--- src/rtl/div_sequencer.sv ---
// div_sequencer: sequences the iterative divider for DIV/DIVU in execute.
// It latches operands, holds the stall, and presents a one-cycle qualified HI/LO.
module div_sequencer #(
  parameter int WIDTH   = 32,
  parameter int TIMEOUT = 40,
  parameter int CNT_W   = 6
) (
  input  logic               clk,
  input  logic               rst,
  input  logic               div_req_i,
  input  logic               signed_i,
  input  logic [WIDTH-1:0]   srca_i,
  input  logic [WIDTH-1:0]   srcb_i,
  input  logic               flush_i,
  output logic               stall_o,
  output logic               div_start_o,
  output logic               div_annul_o,
  output logic               div_signed_o,
  output logic [WIDTH-1:0]   div_a_o,
  output logic [WIDTH-1:0]   div_b_o,
  input  logic               div_ready_i,
  input  logic [2*WIDTH-1:0] div_result_i,
  output logic [WIDTH-1:0]   hi_o,
  output logic [WIDTH-1:0]   lo_o,
  output logic               res_valid_o,
  output logic               timeout_o,
  output logic [CNT_W-1:0]   busy_cnt_o
);
  typedef enum logic [1:0] {IDLE, RUN, DONE} state_t;
  state_t             state_q, state_d;
  logic               sgn_q, sgn_d;
  logic [WIDTH-1:0]   a_q, a_d, b_q, b_d, hi_q, hi_d, lo_q, lo_d;
  logic [CNT_W-1:0]   cnt_q, cnt_d;
  logic               launch, expire;
  assign launch = state_q == IDLE && div_req_i && !flush_i;
  assign expire = state_q == RUN && !flush_i && !div_ready_i && cnt_q == CNT_W'(TIMEOUT - 1);
  always_comb begin
    state_d = state_q;
    sgn_d   = sgn_q;
    a_d     = a_q;
    b_d     = b_q;
    hi_d    = hi_q;
    lo_d    = lo_q;
    cnt_d   = cnt_q;
    if (launch) begin
      sgn_d   = signed_i;
      a_d     = srca_i;
      b_d     = srcb_i;
      cnt_d   = '0;
      state_d = srcb_i == '0 ? DONE : RUN;
      if (srcb_i == '0) begin
        hi_d = srca_i;
        lo_d = '1;
      end
    end
    if (state_q == RUN) begin
      cnt_d = &cnt_q ? cnt_q : cnt_q + CNT_W'(1);
      if (flush_i) state_d = IDLE;
      else if (div_ready_i) begin
        state_d = DONE;
        hi_d    = div_result_i[2*WIDTH-1:WIDTH];
        lo_d    = div_result_i[WIDTH-1:0];
      end else if (expire) begin
        state_d = IDLE;
        hi_d    = '0;
        lo_d    = '0;
      end
    end
    if (state_q == DONE) state_d = IDLE;
  end
  always_ff @(posedge clk or negedge rst) begin
    if (!rst) begin
      state_q <= IDLE;
      sgn_q   <= 1'b0;
      a_q     <= '0;
      b_q     <= '0;
      hi_q    <= '0;
      lo_q    <= '0;
      cnt_q   <= '0;
    end else begin
      state_q <= state_d;
      sgn_q   <= sgn_d;
      a_q     <= a_d;
      b_q     <= b_d;
      hi_q    <= hi_d;
      lo_q    <= lo_d;
      cnt_q   <= cnt_d;
    end
  end
  // stall is combinational, so it is gated by reset to keep every output low in reset
  assign stall_o      = rst && div_req_i && !flush_i && (state_q == IDLE || (state_q == RUN && !expire));
  assign div_start_o  = state_q == RUN;
  assign div_annul_o  = state_q == RUN && (flush_i || expire);
  assign timeout_o    = expire;
  assign res_valid_o  = state_q == DONE && !flush_i;
  assign div_signed_o = sgn_q;
  assign div_a_o      = a_q;
  assign div_b_o      = b_q;
  assign hi_o         = hi_q;
  assign lo_o         = lo_q;
  assign busy_cnt_o   = cnt_q;
endmodule

--- config.mk ---
export PLATFORM = sky130hd
export DESIGN_NAME = div_sequencer
export DESIGN_NICKNAME = d
export VERILOG_FILES = /design/src/rtl/div_sequencer.sv
export SDC_FILE = /design/constraint.sdc
export NUM_CORES = 1
export LEC_CHECK = 0
export BUFFER_PORTS_ARGS = -buffer_cell sky130_fd_sc_hd__buf_4
export CORE_MARGIN = 4
export CORE_UTILIZATION = 42
export CTS_CLUSTER_SIZE = 30
export DETAILED_ROUTE_END_ITERATION = 12
export HOLD_SLACK_MARGIN = 0.05
export PLACE_DENSITY = 0.76
export SETUP_SLACK_MARGIN = 0.5
export SLEW_MARGIN = 20
export SYNTH_ARGS = -nofsm -noshare
export SYNTH_HDL_FRONTEND = slang
export SYNTH_SLANG_ARGS = --single-unit
export TNS_END_PERCENT = 5
--- constraint.sdc ---
create_clock -name clk -period 1.6 [get_ports clk]
set_input_delay 0.16 -clock clk [delete_from_list [all_inputs] [get_ports clk]]
set_output_delay 0.16 -clock clk [all_outputs]
set_load 0.01 [all_outputs]
==> impl_metrics.env <==
export IMPL_status="finished, violations left"
export IMPL_violations="setup timing"
export IMPL_gr_total_overflow=0
export IMPL_rows=42
export IMPL_die_area_um2=15600
export IMPL_clockBufferDepth=2
export IMPL_place_hpwl_um=13400
export IMPL_tritoncts="built"
export IMPL_drc=0
export IMPL_power_leakage_nw=5.45
export IMPL_final_cell_mix="nand2_1 (228), buf_4 (160), buf_6 (147), dfrtp_1 (135), dlygate4sd3_1 (102)"
export IMPL_synth_cell_type_count=34
export IMPL_grt_pass1_vias=6931
export IMPL_ys_warn_count=0
export IMPL_design_portCount=274
export IMPL_worst_skew_pair_late_latency_ns=0.40
export IMPL_wl_per_cell_um=20.6
export IMPL_fp_dieW_um=125
export IMPL_max_freq_mhz=541
export IMPL_avgSynthCellArea_um2=10.3
export IMPL_clkTransAtPathRegs_ns=0.06
export IMPL_final_nets=1107
export IMPL_syn_area_um2=5750
export IMPL_numCtsBuffers=17
export IMPL_grt_max_degree=138
export IMPL_port_buffers=273
export IMPL_startpoint="busy_cnt_o[0]"
export IMPL_synth_nets=693
export IMPL_path_buf_inv=1
export IMPL_core_area_um2=13300
export IMPL_utilization_pct=82.0
export IMPL_tightestPinTransition_ns=0.651
export IMPL_drtIter0Drc=481
export IMPL_synth_ff_type="dfrtp_1"
export IMPL_seq_area_um2=3430
export IMPL_worst_slack_ns=-0.249
export IMPL_hold_start="div_result_i[44]"
export IMPL_r2r_start="busy_cnt_o[0]"
export IMPL_arrival_ns=1.69
export IMPL_critPathCaptureType="output pin"
export IMPL_synth_seq_cells=137
export IMPL_nFillCells=693
export IMPL_drive_above_1_share_pct=39.9
export IMPL_min_period_ns=1.85
export IMPL_max_slew_margin_pct=56.6
export IMPL_slowest_stage="dfrtp_1"
export IMPL_cts_htree_levels=4
export IMPL_post_drt_via_cell_ratio=5.42
export IMPL_finalSetupViolations=100
export IMPL_grt_setup_unrepaired="yes"
export IMPL_tns_ns=-9.15
export IMPL_hold_viol=0
export IMPL_antenna_found_initial=1
export IMPL_critPathMaxStageDelay_ns=0.35
export IMPL_ant_nets=0
export IMPL_fin_cells=1160
export IMPL_grt_pass1_wl_um=37300
export IMPL_critical_path_class="reg -> out"
export IMPL_slew_violations=0
export IMPL_async_reset_ff_share_pct=100
export IMPL_synth_edf_count=0
export IMPL_fin_skew_ns=0.00505
export IMPL_start_kind="flip-flop"
export IMPL_path_cells="ha_2 -> nand4b_1 -> nor4_4 -> o21a_1 -> buf_4"
export IMPL_die_h_um=125
export IMPL_drtPass1Iterations=7
export IMPL_gp_congestion=0.913
export IMPL_post_route_period_util_pct=116
export IMPL_syn2layout_area_growth_pct=90.3
export IMPL_maxCapViolCount=0
export IMPL_syn_inst=558
export IMPL_fin_area_um2=10900
export IMPL_peakVddDrop_uv=1100
export IMPL_hold_path_class="in -> reg"
export IMPL_grt_usage_pct=29.9
export IMPL_critPathRequiredTime_ns=1.44
export IMPL_route_vias_total=6291
export IMPL_cts_root_buffer="clkbuf_16"
export IMPL_ys_seq_area_share_pct=59.6
export IMPL_cts_sinks=137
export IMPL_start_util_pct=43.1
export IMPL_p_total_mw=18.7
export IMPL_crit_fanout=3
export IMPL_powerDensity_nw_per_um2=1710
export IMPL_path_delay_family="simple AND/OR/NAND/NOR gates"
export IMPL_multiInputGateArea_um2=2260
export IMPL_final_common_cell="nand2_1"
export IMPL_dpl_cell_count=1003
export IMPL_dpl_instance_area_um2=8280
export IMPL_routed_wl_um=23900
tightest hold or removal path: cells and delay by family:
| kind | cells | cell delay (ns) |
|---|---|---|
| compound gates | 1 | 0.06 |
| buf+inv | 1 | 0.08 |
| mux | 1 | 0.12 |
area by class of cell:
| class | count | area share, % |
|---|---|---|
| inverter | 3 | 0.103 |
| clock inverter | 9 | 0.915 |
| antenna | 1 | 0.0229 |
| tap | 176 | 2.01 |
| multi-input combinational | 379 | 20.6 |
| timing repair buffer | 434 | 40.8 |
| clock buffer | 21 | 4.21 |
| sequential | 137 | 31.3 |
per-stage QoR:
stage | worst slack (ns) | hold WS [ns]
final | -0.249 | 0.0614
after global routing | -0.362 | 0.0496
after CTS | -0.282 | 0.0509
after detailed placement | -0.324 | 0.360
after global placement | -0.245 | 0.350
after floorplan | 0.0710 | -0.136
logic make-up after synthesis:
logic type      count (synthesis)  share of synthesized area (%)
mux                            33                           5.74
fa+ha+maj                       1                          0.217
flops                         137                           59.6
simple gates                  266                           19.0
compound gates                 77                           11.4
xor+xnor                        2                          0.305
buf+inv                        42                           3.68
Yosys cell counts, types with 3 or more instances:
cell,count,share of area (%)
dfrtp_1,137,60
nand3_1,4,0.35
nor4_1,9,0.98
clkbuf_1,11,0.72
buf_2,19,1.7
buf_4,8,1.0
a221o_1,32,5.6
o21ai_0,4,0.35
a22oi_1,32,4.2
nor2_1,7,0.46
nand2_1,232,15
mux2i_1,33,5.7
inv_1,3,0.20
sequential cells by signal, indices dropped and copies added, names as in the netlist:
signal / flops
state_q: 2
lo_o: 32
div_a_o: 32
div_b_o: 32
busy_cnt_o: 6
hi_o: 32
div_signed_o: 1
routing by layer:
layer / global-route usage (%) / part of all wire, % / vias to the layer above
li1: - / - / 2743
met1: 33.2 / 36 / 3127
met2: 52.3 / 51 / 350
met3: 9.77 / 8.2 / 71
met4: 13.6 / 4.2 / 0
met5: 0 / 0 / -
power by group:
group	internal, mW	switching (mW)
Clock	2.35	1.43
Combinational	4.87	3.46
Sequential	5.11	1.46
Total	12.3	6.35
repair_timing:
item / 4_1_cts / 5_1_grt
resized for setup: 155 / 26
endpoints found under the setup margin: 268 / 328
hold buffers: 102 / 0
hold endpoints to repair: 265 / 0
gates cloned: 6 / 3
pin swaps: 5 / 4
setup buffers: 11 / 4
final timing paths:
| path | to | slack (ns) | depth (start not counted) |
|---|---|---|---|
| setup / recovery | div_annul_o | -0.25 | 5 |
| max in group asynchronous | hi_o[5] | 0.63 | 3 |
| hold / removal | hi_o[12] | 0.06 | 3 |
| min in group asynchronous | state_q[0] | 0.50 | 3 |
| hold reg to reg | div_a_o[19] | 0.49 | 2 |
| setup reg to reg | hi_o[16] | -0.23 | 9 |
No activity file was read; power rests on OpenSTA's default activity.
